--- src/rtl/nasti_pkg.sv ---
// Shared NASTI transaction types, burst/response encodings and the per-beat
// address generator used by the core-clock transaction scheduler.
package nasti_pkg;

    localparam int ADDR_W = 16;
    localparam int DATA_W = 64;
    localparam int STRB_W = DATA_W / 8;
    localparam int ID_W   = 4;
    localparam int USER_W = 2;

    localparam logic [1:0] BURST_FIXED = 2'b00;
    localparam logic [1:0] BURST_INCR  = 2'b01;
    localparam logic [1:0] BURST_WRAP  = 2'b10;

    localparam logic [1:0] RESP_OKAY   = 2'b00;
    localparam logic [1:0] RESP_SLVERR = 2'b10;

    typedef struct packed {
        logic [ID_W-1:0]   id;
        logic [ADDR_W-1:0] addr;
        logic [7:0]        len;
        logic [2:0]        size;
        logic [1:0]        burst;
        logic [USER_W-1:0] user;
    } ar_trans;

    typedef ar_trans aw_trans;

    typedef struct packed {
        logic [DATA_W-1:0] w_data;
        logic [STRB_W-1:0] w_strb;
        logic              w_last;
    } w_trans;

    typedef struct packed {
        logic [ID_W-1:0]   id;
        logic [DATA_W-1:0] data;
        logic              last;
        logic [1:0]        resp;
        logic [USER_W-1:0] user;
    } r_trans;

    typedef struct packed {
        logic [ID_W-1:0]   id;
        logic [1:0]        resp;
        logic [USER_W-1:0] user;
    } b_trans;

    typedef struct packed {
        logic [ID_W-1:0]   id;
        logic              last;
        logic [USER_W-1:0] user;
    } tag_t;

    typedef enum logic [1:0] {ST_IDLE, ST_RD_BURST, ST_WR_BURST, ST_WR_RESP} state_e;
    typedef enum logic {PRIO_READ, PRIO_WRITE} prio_e;

    // Address of the beat following addr; WRAP keeps the bits above the
    // (len+1)<<size boundary and wraps the low bits inside it.
    function automatic logic [ADDR_W-1:0] next_addr(input logic [ADDR_W-1:0] addr,
                                                    input logic [7:0]        len,
                                                    input logic [2:0]        size,
                                                    input logic [1:0]        burst);
        logic [ADDR_W-1:0] step;
        logic [ADDR_W-1:0] mask;
        logic [ADDR_W-1:0] incr;
        step = ADDR_W'(1) << size;
        mask = ((ADDR_W'(len) + ADDR_W'(1)) << size) - ADDR_W'(1);
        incr = addr + step;
        case (burst)
            BURST_FIXED: next_addr = addr;
            BURST_WRAP:  next_addr = (addr & ~mask) | (incr & mask);
            default:     next_addr = incr;
        endcase
    endfunction

endpackage

--- src/rtl/sync_fifo.sv ---
// Single-clock show-ahead FIFO; DEPTH must be a power of two.
module sync_fifo #(
    parameter int WIDTH = 8,
    parameter int DEPTH = 8
) (
    input  logic             clk,
    input  logic             rst,
    input  logic             push,
    input  logic [WIDTH-1:0] wdata,
    input  logic             pop,
    output logic [WIDTH-1:0] rdata,
    output logic             full,
    output logic             empty
);
    localparam int AW = $clog2(DEPTH);

    logic [WIDTH-1:0] mem [DEPTH];
    logic [AW:0]      wptr;
    logic [AW:0]      rptr;

    // NOTE: state registers use non-blocking assignments so every flop samples pre-edge values.
    always_ff @(posedge clk or posedge rst) begin
        if (rst) begin
            wptr <= '0;
            rptr <= '0;
        end else begin
            if (push && !full)
                wptr <= wptr + 1'b1;
            if (pop && !empty)
                rptr <= rptr + 1'b1;
        end
    end

    // NOTE: storage is deliberately not reset; the pointers alone define what is valid.
    always_ff @(posedge clk) begin
        if (push && !full)
            mem[wptr[AW-1:0]] <= wdata;
    end

    assign rdata = mem[rptr[AW-1:0]];
    assign empty = (wptr == rptr);
    assign full  = (wptr[AW] != rptr[AW]) && (wptr[AW-1:0] == rptr[AW-1:0]);

endmodule

--- src/rtl/nasti_txn_scheduler.sv ---
// Core-clock NASTI scheduler: arbitrates AR/AW, expands bursts into beat
// commands, returns read beats in order via a tag queue, emits one B per write.
module nasti_txn_scheduler
    import nasti_pkg::*;
#(
    parameter int C_NASTI_ADDR_WIDTH = ADDR_W,
    parameter int C_NASTI_DATA_WIDTH = DATA_W,
    parameter int C_TAG_DEPTH        = 8
) (
    input  logic                            core_clk,
    input  logic                            core_arst,
    input  ar_trans                         rdata_ar,
    input  logic                            rempty_ar,
    output logic                            rinc_ar,
    input  aw_trans                         rdata_aw,
    input  logic                            rempty_aw,
    output logic                            rinc_aw,
    input  w_trans                          rdata_w,
    input  logic                            rempty_w,
    output logic                            rinc_w,
    output r_trans                          wdata_r,
    input  logic                            wfull_r,
    output logic                            winc_r,
    output b_trans                          wdata_b,
    input  logic                            wfull_b,
    output logic                            winc_b,
    output logic                            cmd_valid,
    input  logic                            cmd_ready,
    output logic                            cmd_we,
    output logic [C_NASTI_ADDR_WIDTH-1:0]   cmd_addr,
    output logic [C_NASTI_DATA_WIDTH-1:0]   cmd_wdata,
    output logic [C_NASTI_DATA_WIDTH/8-1:0] cmd_wstrb,
    input  logic                            rd_valid,
    output logic                            rd_ready,
    input  logic [C_NASTI_DATA_WIDTH-1:0]   rd_data
);
    state_e     state, nxt_state;
    prio_e      prio;
    ar_trans    cur;
    logic [7:0] beat;
    logic       err;
    logic       tag_full, tag_empty, tag_push;
    tag_t       tag_in, tag_head;
    logic       take_ar, take_aw, cmd_fire, beat_last;

    assign take_ar   = !rempty_ar && (prio == PRIO_READ || rempty_aw);
    assign take_aw   = !rempty_aw && !take_ar;
    assign cmd_fire  = cmd_valid && cmd_ready;
    assign beat_last = (beat == cur.len);

    always_ff @(posedge core_clk or posedge core_arst) begin
        if (core_arst) state <= ST_IDLE;
        else           state <= nxt_state;
    end

    always_comb begin
        nxt_state = state;
        case (state)
            ST_IDLE:     if (take_ar) nxt_state = ST_RD_BURST;
                         else if (take_aw) nxt_state = ST_WR_BURST;
            ST_RD_BURST: if (cmd_fire && beat_last) nxt_state = ST_IDLE;
            ST_WR_BURST: if (cmd_fire && beat_last) nxt_state = ST_WR_RESP;
            ST_WR_RESP:  if (!wfull_b) nxt_state = ST_IDLE;
            default:     nxt_state = ST_IDLE;
        endcase
    end

    // NOTE: every output gets a default first so no path through the case infers a latch.
    always_comb begin
        rinc_ar   = 1'b0;
        rinc_aw   = 1'b0;
        rinc_w    = 1'b0;
        winc_b    = 1'b0;
        cmd_valid = 1'b0;
        cmd_we    = 1'b0;
        cmd_wdata = '0;
        cmd_wstrb = '0;
        if (!core_arst) begin
            case (state)
                ST_IDLE: begin
                    rinc_ar = take_ar;
                    rinc_aw = take_aw;
                end
                ST_RD_BURST: cmd_valid = !tag_full;
                ST_WR_BURST: begin
                    cmd_valid = !rempty_w;
                    cmd_we    = 1'b1;
                    cmd_wdata = rdata_w.w_data;
                    cmd_wstrb = rdata_w.w_strb;
                    rinc_w    = !rempty_w && cmd_ready;
                end
                ST_WR_RESP: winc_b = !wfull_b;
                default: ;
            endcase
        end
    end

    assign cmd_addr = cur.addr;
    assign wdata_b  = '{id: cur.id, resp: (err ? RESP_SLVERR : RESP_OKAY), user: cur.user};

    always_ff @(posedge core_clk or posedge core_arst) begin
        if (core_arst) begin
            cur  <= '0;
            beat <= '0;
            err  <= 1'b0;
            prio <= PRIO_READ;
        end else begin
            if (rinc_ar)
                cur <= rdata_ar;
            else if (rinc_aw)
                cur <= rdata_aw;
            if (cmd_fire) begin
                beat     <= beat_last ? 8'd0 : beat + 8'd1;
                cur.addr <= next_addr(cur.addr, cur.len, cur.size, cur.burst);
            end
            // Beat count, not w_last, ends the burst; a disagreement is reported in B.
            if (state == ST_WR_BURST && cmd_fire && (rdata_w.w_last != beat_last))
                err <= 1'b1;
            if (winc_b)
                err <= 1'b0;
            if ((state == ST_RD_BURST && cmd_fire && beat_last) || winc_b)
                prio <= (prio == PRIO_READ) ? PRIO_WRITE : PRIO_READ;
        end
    end

    assign tag_push = (state == ST_RD_BURST) && cmd_fire;
    assign tag_in   = '{id: cur.id, last: beat_last, user: cur.user};

    sync_fifo #(
        .WIDTH ($bits(tag_t)),
        .DEPTH (C_TAG_DEPTH)
    ) u_tag_q (
        .clk   (core_clk),
        .rst   (core_arst),
        .push  (tag_push),
        .wdata (tag_in),
        .pop   (winc_r),
        .rdata (tag_head),
        .full  (tag_full),
        .empty (tag_empty)
    );

    assign rd_ready = !wfull_r && !tag_empty;
    assign winc_r   = rd_valid && rd_ready;

    always_comb begin
        wdata_r      = '0;
        wdata_r.id   = tag_head.id;
        wdata_r.data = rd_data;
        wdata_r.last = tag_head.last;
        wdata_r.resp = RESP_OKAY;
        wdata_r.user = tag_head.user;
    end

    rd_valid_needs_tag: assert property (@(posedge core_clk) disable iff (core_arst)
                                         !(rd_valid && tag_empty));

endmodule

--- config.mk ---
export PLATFORM = sky130hd
export DESIGN_NAME = nasti_txn_scheduler
export DESIGN_NICKNAME = d
export VERILOG_FILES = /design/src/rtl/nasti_pkg.sv /design/src/rtl/sync_fifo.sv /design/src/rtl/nasti_txn_scheduler.sv
export SDC_FILE = /design/constraint.sdc
export NUM_CORES = 1
export LEC_CHECK = 0
export BUFFER_PORTS_ARGS = -buffer_cell sky130_fd_sc_hd__buf_2
export CORE_AREA = 5 5 148 150
export CTS_BUF_LIST = sky130_fd_sc_hd__clkbuf_2 sky130_fd_sc_hd__clkbuf_4 sky130_fd_sc_hd__clkbuf_8
export DETAILED_ROUTE_END_ITERATION = 16
export DIE_AREA = 0 0 153 155
export GPL_ROUTABILITY_DRIVEN = 0
export GPL_TIMING_DRIVEN = 0
export PLACE_DENSITY = 0.84
export SLEW_MARGIN = 30
export SYNTH_ARGS = -nofsm -noshare
export SYNTH_HDL_FRONTEND = slang
export SYNTH_HIERARCHICAL = 1
export SYNTH_SLANG_ARGS = --single-unit
--- constraint.sdc ---
create_clock -name core_clk -period 3.7 [get_ports core_clk]
set_input_delay 0 -clock core_clk [delete_from_list [all_inputs] [get_ports core_clk]]
set_output_delay 0 -clock core_clk [all_outputs]
set_load 0.02 [all_outputs]
== Word-level counts from Yosys, hierarchy flattened ==
Memory sizes are Yosys's and may differ from the RTL's.
Cells that the tools add are included.

* Register bits after elaboration: 55
* Memory bits (writable): 56
* Output and inout port bits: 177
* Logic and storage cells: 104
* Memories: 1

{| class="wikitable"
|+ Memories
! name !! depth !! width !! rd ports !! clocked after memory_dff !! write ports !! line !! source
|-
| u_tag_q.mem || 8 || 7 || 1 || 0 || 1 || sync_fifo.sv:17 || <nowiki>logic [WIDTH-1:0] mem [DEPTH];</nowiki>
|}

* Add/subtract/negate cells: 6
* Eq/ne operators: 14
* Shifts and indexed selects: 2
* Mux-type cells: 33
* Bitwise operators: 5
* Reductions and logical operators: 31

{| class="wikitable"
|+ Operator list
! kind !! number
|-
| $mux 64 || 2
|-
| $mux 35 || 2
|-
| $and 16x16->16 || 2
|-
| $pmux 16 s2 || 1
|-
| $mux 8 || 3
|-
| $add 16x16->16 || 1
|-
| $mux 1 || 16
|-
| $mux 16 || 1
|-
| $not 16->16 || 1
|-
| $or 16x16->16 || 1
|-
| $shl 1x3->16 const A || 1
|-
| $shl 9x3->16 || 1
|-
| $sub 16x1->16 const B || 1
|-
| $logic_and 1x1->1 || 14
|-
| $mux 2 || 6
|-
| $add 8x1->9 const B || 1
|-
| $add 4x1->4 const B || 2
|-
| $add 8x1->8 const B || 1
|-
| $eq 8x8->1 || 1
|-
| $logic_not 1->1 || 8
|-
| $ne 2x2->1 const B || 4
|-
| $pmux 2 s4 || 1
|-
| $eq 2x2->1 const B || 3
|-
| $eq 4x4->1 || 1
|-
| other kinds (12) || 16
|}

== Depth between registers and ports, before layout ==
Gate-level depths: netlist of run 1.

* Depth after elaboration: 10
* Mapped depth: 16

== Cells and area by module ==
The synthesis of run 1 kept the hierarchy.

{| class="wikitable"
|+ Modules (own cells, without submodules)
! module !! instances !! cells each !! area each (um^2) !! seq. area each (um^2)
|-
| nasti_txn_scheduler || 1 || 762 || 5655.4 || 1176.1
|-
| sync_fifo || 1 || 141 || 2822.7 || 1881.8
|}

== Worst setup path after synthesis of run 1 ==
OpenSTA, ideal clock, no wires.

* Path kind: register -> register
* From: register cur[7] (netlist bit)
* To: register with a tool-made name
* Library setup time: 0.126 ns
* Arrival: 2.934 ns
* Setup slack: 0.640 ns
* Stages on the path, launching flop included: 12
* Path buffers: 1
* Clock period less this slack: 3.060 ns
* Cells stage by stage: dfrtp_1 > ha_1 > buf_6 > and3_1 > a22o_1 > a211oi_2 > nand2_1 > a32oi_2 > nor4_2 > xnor2_1 > a211o_1 > a221o_1

{| class="wikitable"
|+ RTL lines
! what !! line !! source
|-
| start, declared || nasti_txn_scheduler.sv:39 || <nowiki>ar_trans cur;</nowiki>
|-
| start signal, assigned || nasti_txn_scheduler.sv:109 || <nowiki>cur <= rdata_ar;</nowiki>
|-
| start signal, assigned || nasti_txn_scheduler.sv:111 || <nowiki>cur <= rdata_aw;</nowiki>
|}

== Worst setup path after layout of run 1 ==
* From: register u_tag_q.rptr[3]
* To: register err

* Cells in the longest elaborated chain, start to end: 9

{| class="wikitable"
|+ RTL lines
! what !! line !! source
|-
| start, declared || sync_fifo.sv:19 || <nowiki>logic [AW:0] rptr;</nowiki>
|-
| start signal, assigned || sync_fifo.sv:30 || <nowiki>rptr <= rptr + 1'b1;</nowiki>
|-
| $ne 1x1->1 || sync_fifo.sv:42 || <nowiki>assign full = (wptr[AW] != rptr[AW]) && (wptr[AW-1:0] == rptr[AW-1:0]);</nowiki>
|-
| $logic_and 1x1->1 || sync_fifo.sv:42 ||
|-
| via tag_full || nasti_txn_scheduler.sv:42 || <nowiki>logic tag_full, tag_empty, tag_push;</nowiki>
|-
| $logic_not 1->1 || nasti_txn_scheduler.sv:84 || <nowiki>ST_RD_BURST: cmd_valid = !tag_full;</nowiki>
|-
| $pmux 1 s2 || nasti_txn_scheduler.sv:79 || <nowiki>case (state)</nowiki>
|-
| $mux 1 || nasti_txn_scheduler.sv:78 || <nowiki>if (!core_arst) begin</nowiki>
|-
| $logic_and 1x1->1 || nasti_txn_scheduler.sv:48 || <nowiki>assign cmd_fire = cmd_valid && cmd_ready;</nowiki>
|-
| $logic_and 1x1->1 (2 in series) || nasti_txn_scheduler.sv:117 || <nowiki>if (state == ST_WR_BURST && cmd_fire && (rdata_w.w_last != beat_last))</nowiki>
|-
| $reduce_bool 2->1 (no source line) || -- ||
|-
| end signal, assigned || nasti_txn_scheduler.sv:105 || <nowiki>err <= 1'b0;</nowiki>
|-
| end signal, assigned || nasti_txn_scheduler.sv:118 || <nowiki>err <= 1'b1;</nowiki>
|-
| end signal, assigned || nasti_txn_scheduler.sv:120 || <nowiki>err <= 1'b0;</nowiki>
|-
| end, declared || nasti_txn_scheduler.sv:41 || <nowiki>logic err;</nowiki>
|}

The timed path passes the listed nets, and every way through them passes these cells.
A chain may end at the register's enable or synchronous reset.

==> results.txt, run 1 <==
The library cell used most frequently in the layout, excluding fill and tap cells, is buf_2. The via count of the first global-routing pass came to 8162. The slew at the pin closest to its max-slew limit came out at approximately 0.91 ns. The count of routing violations after the opening detailed-route iteration came out at 825. The final-layout worst hold slack is around 0.0066 ns. The maximum clock path buffer count is 2. The routed via count divided by cell count is between 5 and 6.

The average size of a mapped cell came out at 9.39 um2. The worst register-to-register path ends at err$_DFFE_PP0P_. Counting both buffers and inverters, the worst setup path holds a total of 3. The clock network latency to the later pin of the worst-skew pair is around 0.4 ns. Clock skew on the completed layout was measured at ~0.009 ns. Max-cap violations in this run came to 0.

The H-tree depth is 3. The most critical setup path has its endpoint at err$_DFFE_PP0P_. In this run, CTS created clock tree buffers numbering 9.

The tightest slew margin relative to the limit is between 30% and 40%. The element type at the critical path end is a flop. The flow ran to the end, and the final reports show no timing, DRC or antenna violations.

The number of sinks handled by clock tree synthesis is 111. On the critical path, the stage with the largest delay is an instance of xnor2_1. The worst min-delay path category is primary input to flop. The number of unique standard cell types used by synthesis came out at a little over 90. The layout filler cell count came out at between 1500 and 2000.

The utilization after layout came out at a little over half. The sequential share of the synthesized area is a little over a third. The cell count of the worst reg-to-reg path came out at 10. The critical path goes through xnor2_1, nor4_4, nor2b_1, o211a_1, and2_1, clkbuf_1, clkbuf_1, a31oi_1, nor2_1, dlygate4sd3_1. The data arrival time of the critical path is 3.87 ns. The share of post-route cells with drive strength above 1 is between 30% and 40%.

The floorplan step defined a core boundary enclosing about 21000 um2. Leaving out filler cells and counting taps, the final layout contains around 1600. The number of rows created at floorplan came out at 53. The clock transition at the register clock pins on the worst setup and hold paths after CTS is 0.11 ns. At the end of the flow, the number of nets in the layout was between 1500 and 2000. The number of antenna-violating nets in the routed design is 0. The detail-routed net length per standard cell came out at approximately 18 um.

The number of warnings reported in the yosys synthesis log is 6. Leaving out fill and tap cells, the most frequent cells in the layout are 337 x buf_2, 106 x nand2_1, 98 x buf_4. The flip-flop cell with the highest count after synthesis is edfxtp_1. The delay of the slowest critical-path stage came out at roughly 0.58 ns.

The number of storage elements in the synthesis netlist came out at roughly 110. The tree is rooted in a clkbuf_8. Port buffering added 325 buffers. The most numerous cell on the critical path is clkbuf_1.

The pre-antenna-repair detailed-routing pass consisted of 5 iterations. Summed over all cells, the static leakage comes to 5.35 nW. The count of mapped cells out of synthesis came out at 903. The worst setup path category is flop to flop. The startpoint of the worst-slack reg-to-reg timing path is u_tag_q/rptr[3]$_DFFE_PP0P_. The initial utilization of the core area, before any placement, comes to between 40% and 50%.

The estimated wirelength of the detail-placed design is between 20000 and 25000 um. After detailed routing, the total wire length is 28300 um. 0 antenna diodes ended up in the layout. Across the VDD grid, the largest voltage drop is 0.195 mV.

Pin placement for this block handled 393 I/O pins. The slack of the worst reg-to-reg path is roughly 0.17 ns. For this run the aggregate overflow at the end of global routing stands at 0. The critical path's top delay family is buffers and inverters. Setup repair after global routing left no endpoint under its margin. The initial antenna violation count is 0. The overall die height is ~160 um. The worst setup path is launched from a flop.

Compared with the post-synthesis result, the final layout area differs by 32.0%. The final routed DRC violation total came out at 0. Of all nets on the critical path, the largest fanout is 10. In this run the power density over the cells is 258 nW/um2. The start point of the critical path is u_tag_q/rptr[3]$_DFFE_PP0P_. The number of pins with negative max-slew slack in the final report came out at 0. After synthesis, the share of flip-flops with an asynchronous set or reset is 49.5%. Counting buffers and inverters, the worst setup path is 10 cells deep. The die covers 23700 um2. The total number of vias is 8423. Summing all placed instances gives a cell area of approximately 11000 um2. The clock period could shrink to between 3 and 4 ns. The final setup violation count came out at 0. The wire length of the first global-routing pass came out at about 43000 um. Based on the critical path, the design can be clocked at up to between 200 and 300 MHz. The mapped netlist covers approximately 8500 um2.

The floorplan step set the die width to 153 um. Entering global routing, the biggest net connects 28 pins. Global routing used a little under a quarter of the available tracks.

The area of all placed cells without fillers came out at about 11000 um2. The final setup TNS is 0 ns. The fraction of the cycle the final worst path needs came out at between 90% and 100%. TritonCTS built the clock tree. The number of placed instances, taps included is around 1500. For the worst setup path, the data required time is ~4 ns. The number of enable-type register cells in the synthesized netlist came out at 56. The final-report hold violation count is 0.
-- metal layers --
metal  vias up  track usage, %  part of all wire [%]
met5         -               0                     0
met3        53            5.59                   8.2
met1      4041            29.8                    41
met2       389            37.7                    49
met4         0            5.81                   2.0
li1       3940               -                     -
-- cell type report --
class,instances,area (um2),area share [%]
buffer,144,973,8.70
clock buffer,9,124,1.11
clock inverter,7,61.3,0.548
inverter,21,81.3,0.727
multi-input combinational,628,4420,39.5
sequential,111,3060,27.3
tap,275,344,3.07
timing repair buffer,375,2130,19.0
-- power by group --
part / internal, mW / switching (mW) / total (mW)
clock network: 0.260 / 0.459 / 0.719
logic: 0.364 / 0.400 / 0.764
registers: 1.34 / 0.0682 / 1.41
-- metrics by stage --
stage | power (mW) | worst slack, ns
floorplan | 1.90 | 0.640
global placement | 2.15 | -0.328
detailed placement | 2.17 | 0.283
CTS | 2.90 | 0.0881
global route | 3.04 | 0.0471
finish | 2.89 | 0.169
-- synthesized netlist by cell type (all sizes together), types with 4 or more instances --
cell type / instances / area share (%)
buf: 115 / 10
nand2: 106 / 4.7
and2: 77 / 5.7
edfxtp: 56 / 20
dfrtp: 55 / 16
nor2: 54 / 2.4
a31oi: 33 / 2.4
clkbuf: 30 / 1.3
o21ai: 30 / 1.9
xnor2: 30 / 3.1
a21oi: 28 / 1.7
nand3: 23 / 1.6
nor3: 22 / 1.4
inv: 20 / 0.89
ha: 17 / 2.5
mux4: 14 / 4.1
nand4: 12 / 0.89
xor2: 12 / 1.8
mux2: 10 / 1.3
nor2b: 10 / 0.74
nor4: 10 / 0.89
a211oi: 9 / 0.91
nand2b: 9 / 0.66
and3: 8 / 0.59
o211ai: 7 / 0.62
o31ai: 7 / 0.62
a21o: 6 / 0.53
o21a: 6 / 0.53
o22ai: 6 / 0.44
mux2i: 5 / 0.63
o22a: 5 / 0.52
or3: 5 / 0.43
a211o: 4 / 0.41
a2bb2oi: 4 / 0.49
a31o: 4 / 0.41
o41ai: 4 / 0.81
-- worst min-delay path: stages --
cell      delay, ns
buf_2          0.08
o221ai_1       0.15
a21oi_1        0.14
-- logic make-up (layout without fill, tap and decap cells) --
family | after synthesis | count (layout) | share of synthesized area (%)
flip-flops | 111 | 111 | 36.1
multiplexers | 29 | 29 | 6.04
AND/OR/NAND/NOR | 351 | 351 | 21.4
other | 1 | 3 | 0.0442
AO/OA/AOI/OAI | 185 | 185 | 16.4
adder cells (fa/ha/maj) | 18 | 18 | 2.74
buffers and inverters | 166 | 556 | 12.5
XOR/XNOR | 42 | 42 | 4.87
-- worst min-delay path by stage --
stage | from | to | slack [ns] | cells after the start
3_5_place_dp | core_arst | u_tag_q/wptr[0]$_DFFE_PP0P_ | 0.02 | 2
3_3_place_gp | core_arst | u_tag_q/wptr[1]$_DFFE_PP0P_ | -0.006 | 2
4_1_cts | rdata_aw[16] | flop | 0.004 | 4
2_1_floorplan | core_arst | u_tag_q/rptr[0]$_DFFE_PP0P_ | -0.18 | 1
5_1_grt | rdata_ar[16] | flop | 0.02 | 4
6_report | rdata_ar[22] | flop | 0.007 | 3
-- repair_timing --
item / CTS / global route
endpoints found under the setup margin: 0 / 3
buffers inserted: 0 / 3
hold endpoints to repair: 78 / 0
gates resized for setup: 0 / 1
hold buffers: 46 / 0
Power figures use the tool's default switching activity.
==> inputs of run 2 (changes only) <==
==> constraint.sdc (replaced) <==
create_clock -name core_clk -period 3.7 [get_ports core_clk]
set_input_delay 0.37 -clock core_clk [delete_from_list [all_inputs] [get_ports core_clk]]
set_output_delay 0.37 -clock core_clk [all_outputs]
set_load 0.02 [all_outputs]
==> run 2 against run 1 <==
Against the previous run:
- global-route usage is 0.64 points lower
- via count decreased by 2.9%
- maximum frequency rose by 1.9%
- sequential cell count did not move
- power down 1.0%
- first-iteration DRC count fell by 6.4%
- design area decreased by 4.1%
- sequential power hardly changed
- core utilization shrank 2.2 points
- final cell count decreased by 2.9%
==> results.txt, run 2 (synthesized netlist as in run 1, its figures left out) <==
Status: finished, final reports clean (unchanged). The most common library cell in the layout ignoring fill and taps is buf_2 (unchanged). The internal power is 1.95 mW (was 1.96 mW).

The worst setup slack before clock tree synthesis is 0.283 ns (unchanged). The startpoint class of the critical path is a flop (unchanged). The tightest slew margin relative to the limit is 38.6% (was 39.0%).

The placed instance area came out at 10500 um2 (unchanged). The power per standard cell area is 266 nW/um2 (was 258 nW/um2). The maximum fanout encountered on the critical timing path came out at 8 (was 10). Unrepaired setup endpoints after global routing: false (unchanged). The floorplan die area was 23700 um2 (unchanged). The TritonCTS clock tree is yes (unchanged). The worst min-delay path category is primary input to flop (unchanged).

The share of total power in sequential cells is 49.2% (was 48.7%). The via count of the first global-routing pass came to 7823 (was 8162). The layout filler cell count came to 1888 (was 1847). The clock root buffer is clkbuf_8 (unchanged). The number of top-level pins was 393 (unchanged).

The final-layout worst hold slack is 0.220 ns (was 0.00665 ns). The number of pins with negative max-slew slack in the final report came to 0 (unchanged). The final-report hold violation count came out at 0 (unchanged).

The synthesis-to-finish area growth is 26.6% (was 32.0%). The number of antenna cells inserted came to 0 (unchanged). The data arrival time of the critical path came to 3.75 ns (was 3.87 ns). The slew at the pin closest to its max-slew limit came to 0.913 ns (was 0.907 ns).

The setup skew after layout came to 0.00980 ns (was 0.00914 ns). The worst setup path category is flop to flop (unchanged). The routed wire length came out at 27500 um (was 28300 um). The delay of the slowest critical-path stage came out at 0.53 ns (was 0.58 ns). The detail-routed net length per standard cell came out at 18.0 um (about the same). The maximum VDD drop is 0.192 mV (was 0.195 mV).

The total chip power is 2.86 mW (was 2.89 mW). The overflow left after global routing came out at 0 (unchanged). The worst-path cell with the longest stage delay is a211oi_2 (was xnor2_1). The total track usage is 22.0% (was 22.6%). The proportion of power drawn by combinational gates came out at 25.8% (was 26.4%). The final setup violation count was 0 (unchanged). The area of all placed cells without fillers is 10700 um2 (was 11200 um2). The die span in x came out at 153 um (unchanged). The overall die height is 155 um (unchanged). The share of power burned in the clock network was 25.0% (was 24.9%). The share of post-route cells with drive strength above 1 is 41.0% (was 39.6%). The shortest clock period the worst path allows after layout is 3.47 ns (was 3.53 ns). The utilization after layout came out at 52.2% (was 54.4%).

The final routed DRC violation total came to 0 (unchanged). The switching power of the nets is 0.915 mW (was 0.927 mW). The worst setup slack after layout was 0.235 ns (was 0.169 ns).

The count of input and output buffers is 325 (unchanged). The H-tree depth is 3 (unchanged). The total of max-cap violations came out at 0 (unchanged). The initial antenna violation count came to 0 (unchanged). The clock network latency to the later pin of the worst-skew pair is 0.39 ns (was 0.40 ns). The fraction of the cycle the final worst path needs was 93.7% (was 95.4%). The maximum clock path buffer count is 2 (unchanged). The leakage power came to 5.10 nW (was 5.35 nW).

Series of cell instances along the critical path: ha_1, buf_6, and3_1, a22o_1, a211oi_2, nand2_1, a32oi_2, nor4_2, xnor2_1, a211o_1, a221o_1 (was xnor2_1, nor4_4, nor2b_1, o211a_1, and2_1, clkbuf_1, clkbuf_1, a31oi_1, nor2_1, dlygate4sd3_1). The number of buffers created by CTS was 9 (unchanged). The clock transition at the register clock pins on the worst setup and hold paths after CTS is 0.11 ns (about the same). The total number of vias came to 8178 (was 8423).

The number of antenna-violating nets in the routed design came out at 0 (unchanged). The number of rows created at floorplan is 53 (unchanged). The core footprint came out at 20600 um2 (unchanged). The pin count of the biggest net entering global routing came out at 28 (unchanged).

The wire length of the first global-routing pass came out at 42200 um (was 43400 um). The highest attainable clock frequency came out at 289 MHz (was 283 MHz). The switching fraction of total power came out at 32.0% (was 32.1%). The net total in the final layout came to 1479 (was 1524). The count of routing violations after the opening detailed-route iteration is 772 (was 825).

The estimated wirelength of the detail-placed design is 22200 um (unchanged). The number of sinks handled by clock tree synthesis is 111 (unchanged). The iteration count of the initial detailed-routing pass came to 5 (unchanged). The routed via count divided by cell count is 5.36 (about the same).

The required time at the endpoint of the critical path is 3.99 ns (was 4.04 ns). The element type at the critical path end is a flop (unchanged). Most frequent cells in the layout: 337 x buf_2, 106 x nand2_1, 98 x buf_4 (unchanged). The effective utilization at floorplan is 41.2% (unchanged).
run 2: cell types whose count changed in the layout (fill, tap and decap cells not counted):
cell,delta
dlygate4sd3_1,-45
nor4_4,-1
nor4_2,+1
run 2: path summary, 6_finish.rpt:
| path | slack, ns | endpoint | start | depth (start not counted) |
|---|---|---|---|---|
| max reg2reg | 0.23 | flop | cur[7]$_DFFE_PP0P_ | 11 |
| max | 0.23 | flop | cur[7]$_DFFE_PP0P_ | 11 |
| min | 0.22 | cur[3]$_DFFE_PP0P_ | rdata_aw[3] | 3 |
| max in group asynchronous | 2.71 | wdata_b[7]$_DFFE_PP0P_ | core_arst | 4 |
| min in group asynchronous | 0.52 | u_tag_q/rptr[1]$_DFFE_PP0P_ | core_arst | 3 |
| min reg2reg | 0.53 | prio$_DFFE_PP0P_ | prio$_DFFE_PP0P_ | 1 |
run 2: worst max-delay path, delay by kind of cell, from the launching register on:
family / cells / cell delay [ns]
flip-flops: 1 / 0.45
AND/OR/NAND/NOR: 3 / 0.44
buffers and inverters: 1 / 0.14
adder cells (fa/ha/maj): 1 / 0.23
XOR/XNOR: 1 / 0.19
AO/OA/AOI/OAI: 5 / 1.90
run 2: stage by stage:
step / cells / TNS, ns
after floorplan: 905 / 0
after global placement: 1505 / -41.54
after detailed placement: 1506 / 0
after CTS: 1523 / 0
after global routing: 1525 / 0
final: 1525 / 0
run 2: repair_timing:
| action | CTS | global route |
|---|---|---|
| setup buffers | 0 | 3 |
| endpoints found under the setup margin | 0 | 1 |
| hold endpoints to repair | 31 | 0 |
| hold buffers | 1 | 0 |
| resized for setup | 0 | 0 |
run 2: power groups by stage:
stage | Combinational [mW] | Clock [mW] | Sequential (mW)
2_1_floorplan | 0.486 | 0 | 1.41
3_3_place_gp | 0.722 | 0 | 1.43
3_5_place_dp | 0.736 | 0 | 1.43
4_1_cts | 0.740 | 0.733 | 1.41
5_1_grt | 0.811 | 0.782 | 1.42
6_report | 0.739 | 0.714 | 1.41
run 2: per-layer routing:
metal  GRT usage, %  routed length [um]  up-vias
met5              0                   0        -
met4           5.30                 454        0
met3           5.37                2220       42
met2           35.9               13400      375
met1           29.7               11300     3909
li1               -                   -     3852
run 2: final cells by class:
type                            count  area [um2]  area share [%]
Inverter                           21        81.3           0.758
Sequential cell                   111        3060            28.5
Multi-Input combinational cell    628        4410            41.1
Clock inverter                      7        61.3           0.571
Buffer                            144         973            9.07
Tap cell                          275         344            3.21
Clock buffer                        9         124            1.15
Timing Repair Buffer              330        1680            15.6
==> inputs of run 3 (changes only) <==
--- a/config.mk
+++ b/config.mk
@@ -6,13 +6,13 @@
 export NUM_CORES = 1
 export LEC_CHECK = 0
 export BUFFER_PORTS_ARGS = -buffer_cell sky130_fd_sc_hd__buf_2
-export CORE_AREA = 5 5 148 150
+export CORE_AREA = 5 5 191 193
 export CTS_BUF_LIST = sky130_fd_sc_hd__clkbuf_2 sky130_fd_sc_hd__clkbuf_4 sky130_fd_sc_hd__clkbuf_8
 export DETAILED_ROUTE_END_ITERATION = 16
-export DIE_AREA = 0 0 153 155
+export DIE_AREA = 0 0 196 198
 export GPL_ROUTABILITY_DRIVEN = 0
 export GPL_TIMING_DRIVEN = 0
-export PLACE_DENSITY = 0.84
+export PLACE_DENSITY = 0.59
 export SLEW_MARGIN = 30
 export SYNTH_ARGS = -nofsm -noshare
 export SYNTH_HDL_FRONTEND = slang
==> run 3 against run 2 <==
Against the previous run:
- final cell count rose by 12%
- clock skew up 0.0062 ns
- clock power is 17% higher
==> results.txt, run 3 (synthesized netlist as in run 1, its figures left out) <==
The die span in x is 196 um (was 153 um). The number of antenna-violating nets in the routed design came out at 0 (unchanged). The TritonCTS clock tree is yes (unchanged). The total track usage came to 14.7% (was 22.0%).

Status: finished, final reports clean (unchanged). The routed wire length was 29900 um (was 27500 um). The layout filler cell count came out at 3665 (was 1888). The worst setup path category was flop to flop (unchanged). The total chip power was 2.99 mW (was 2.86 mW). Series of cell instances along the critical path: ha_1, buf_6, and3_1, a22o_1, a211oi_4, nand2_1, a32oi_2, nor4_2, xnor2_1, a211o_1, a221o_1 (was ha_1, buf_6, and3_1, a22o_1, a211oi_2, nand2_1, a32oi_2, nor4_2, xnor2_1, a211o_1, a221o_1). The number of top-level pins is 393 (unchanged). The clock transition at the register clock pins on the worst setup and hold paths after CTS came out at 0.12 ns (was 0.11 ns). The routed via count divided by cell count was 4.67 (was 5.36). The net total in the final layout was 1482 (was 1479). The number of pins with negative max-slew slack in the final report is 0 (unchanged). The via count of the first global-routing pass was 7771 (was 7823). The final setup violation count came out at 0 (unchanged). The tightest slew margin relative to the limit is 43.0% (was 38.6%).

The overall die height is 198 um (was 155 um). The number of cells on the critical path is 11 (unchanged). The number of placed instances, taps included was 1689 (was 1506). The slack of the worst reg-to-reg path is 0.25 ns (was 0.23 ns). The fraction of met3 tracks used by global routing is 2.62% (was 5.37%). The final standard cell count with taps included and fillers excluded was 1710 (was 1525). The placed instance area came out at 10800 um2 (was 10500 um2). The maximum fanout encountered on the critical timing path came to 8 (unchanged). The critical path's top delay family is compound AO/OA/AOI/OAI gates (unchanged). The share of post-route cells with drive strength above 1 is 41.2% (was 41.0%). The final routed DRC violation total came out at 0 (unchanged). The clock network latency to the later pin of the worst-skew pair is 0.40 ns (was 0.39 ns).

The total number of vias came out at 7989 (was 8178). The H-tree depth is 3 (unchanged). The core footprint is 34400 um2 (was 20600 um2). The number of buffers created by CTS came out at 9 (unchanged).

The number of sinks handled by clock tree synthesis was 111 (unchanged). The shortest clock period the worst path allows after layout came out at 3.45 ns (was 3.47 ns). The delay of the slowest critical-path stage came to 0.49 ns (was 0.53 ns). The overflow left after global routing came out at 0 (unchanged).

The effective utilization at floorplan came out at 24.7% (was 41.2%). The most heavily used metal layer in global routing is met2 (unchanged). The count of input and output buffers came out at 325 (unchanged). The final-report hold violation count is 0 (unchanged). The data arrival time of the critical path is 3.74 ns (was 3.75 ns). The routing usage on met1 came out at 20.8% (was 29.7%).

The worst setup slack after layout came out at 0.248 ns (was 0.235 ns). The number of rows created at floorplan is 68 (was 53). The floorplan die area came out at 38800 um2 (was 23700 um2). The maximum VDD drop came to 0.186 mV (was 0.192 mV). The clock root buffer is clkbuf_8 (unchanged). The startpoint of the worst-slack reg-to-reg timing path is cur[7]$_DFFE_PP0P_ (unchanged).

The fraction of the cycle the final worst path needs came out at 93.3% (was 93.7%). The slew at the pin closest to its max-slew limit is 0.852 ns (was 0.913 ns). The worst min-delay path category is primary input to flop (unchanged). Unrepaired setup endpoints after global routing: false (unchanged). The wire length of the first global-routing pass is 45000 um (was 42200 um). The pin count of the biggest net entering global routing came out at 44 (was 28). The leakage power was 5.13 nW (was 5.10 nW). The highest attainable clock frequency is 290 MHz (was 289 MHz).

Most frequent cells in the layout: 337 x buf_2, 106 x nand2_1, 100 x buf_4 (was 337 x buf_2, 106 x nand2_1, 98 x buf_4). The count of routing violations after the opening detailed-route iteration came to 553 (was 772). The cell count of the worst reg-to-reg path came out at 11 (unchanged). The initial antenna violation count was 2 (was 0). The worst-path cell with the longest stage delay is dfrtp_1 (was a211oi_2). The required time at the endpoint of the critical path came to 3.99 ns (about the same). The most common library cell in the layout ignoring fill and taps is buf_2 (unchanged).

The start point of the critical path is cur[7]$_DFFE_PP0P_ (unchanged). The element type at the critical path end is a flop (unchanged). The worst setup slack before clock tree synthesis was 0.204 ns (was 0.283 ns). The synthesis-to-finish area growth came out at 30.2% (was 26.6%). The number of buffer and inverter instances along the worst setup path came out at 1 (unchanged). The detail-routed net length per standard cell came out at 17.5 um (was 18.0 um). The iteration count of the initial detailed-routing pass is 5 (unchanged).

The power per standard cell area came to 271 nW/um2 (was 266 nW/um2). The total of max-cap violations is 0 (unchanged). The startpoint class of the critical path is a flop (unchanged). The maximum clock path buffer count was 2 (unchanged). The area of all placed cells without fillers is 11000 um2 (was 10700 um2). The estimated wirelength of the detail-placed design came out at 23800 um (was 22200 um). The setup skew after layout is 0.0160 ns (was 0.00980 ns). The met2 capacity usage during global routing is 23.7% (was 35.9%).
[run 3: changes by cell type in the layout (fill, tap and decap cells not counted), sizes merged]
cell,change
buf,+2
bufinv,+1
clkbuf,+1
clkinvlp,+1
diode,+2
inv,-2
[run 3: timing repair]
action / 4_1_cts / 5_1_grt
endpoints found under the setup margin: 0 / 2
hold buffers: 1 / 0
setup buffers: 0 / 2
gates resized for setup: 0 / 1
hold endpoints to repair: 12 / 0
[run 3: power breakdown]
part / total [mW] / internal, mW / switching, mW
clock network: 0.832 / 0.334 / 0.499
registers: 1.41 / 1.34 / 0.0749
logic: 0.741 / 0.347 / 0.394
total: 2.99 / 2.02 / 0.967
[run 3: area by class of cell]
type                       instances  area [um2]  area share (%)
inverter                          21        81.3           0.737
timing repair buffer             332        1700            15.4
clock buffer                       9         124            1.12
sequential                       111        3060            27.7
multi-input combinational        628        4420            40.1
buffer                           145         977            8.85
clock inverter                     7        98.8           0.896
tap                              455         569            5.16
antenna                            2        5.00          0.0454
[run 3: metrics by stage]
step	hold slack, ns	TNS (ns)	utilization (%)
2_1_floorplan	0.186	0	-
3_3_place_gp	0.388	-79.85	31.1
3_5_place_dp	0.316	0	31.3
4_1_cts	0.169	0	32.0
5_1_grt	0.193	0	32.1
6_report	0.204	0	32.1
[run 3: routing by layer]
metal / share of wire, % / vias to the layer above / routed length [um]
met5: 0 / - / 0
met4: 1.1 / 0 / 343
met3: 6.3 / 23 / 1890
met2: 47 / 312 / 14000
met1: 46 / 3807 / 13600
li1: - / 3847 / -
[run 3: worst min-delay path by stage]
stage / from / to / slack (ns) / cells after the start
6_report: rdata_aw[33] / wdata_b[6]$_DFFE_PP0P_ / 0.20 / 3
5_1_grt: rdata_aw[10] / cur[10]$_DFFE_PP0P_ / 0.19 / 3
4_1_cts: rdata_aw[33] / wdata_b[6]$_DFFE_PP0P_ / 0.17 / 3
3_5_place_dp: core_arst / err$_DFFE_PP0P_ / 0.32 / 2
3_3_place_gp: core_arst / u_tag_q/wptr[2]$_DFFE_PP0P_ / 0.39 / 2
2_1_floorplan: core_arst / u_tag_q/rptr[0]$_DFFE_PP0P_ / 0.19 / 1
[run 3: worst register-to-register path, cell delays in order (launching register included)]
cell and delay [ns]:
dfrtp_1 0.49, ha_1 0.25, buf_6 0.14, and3_1 0.20, a22o_1 0.26, a211oi_4 0.43, nand2_1 0.12, a32oi_2 0.46
nor4_2 0.12, xnor2_1 0.20, a211o_1 0.34, a221o_1 0.34
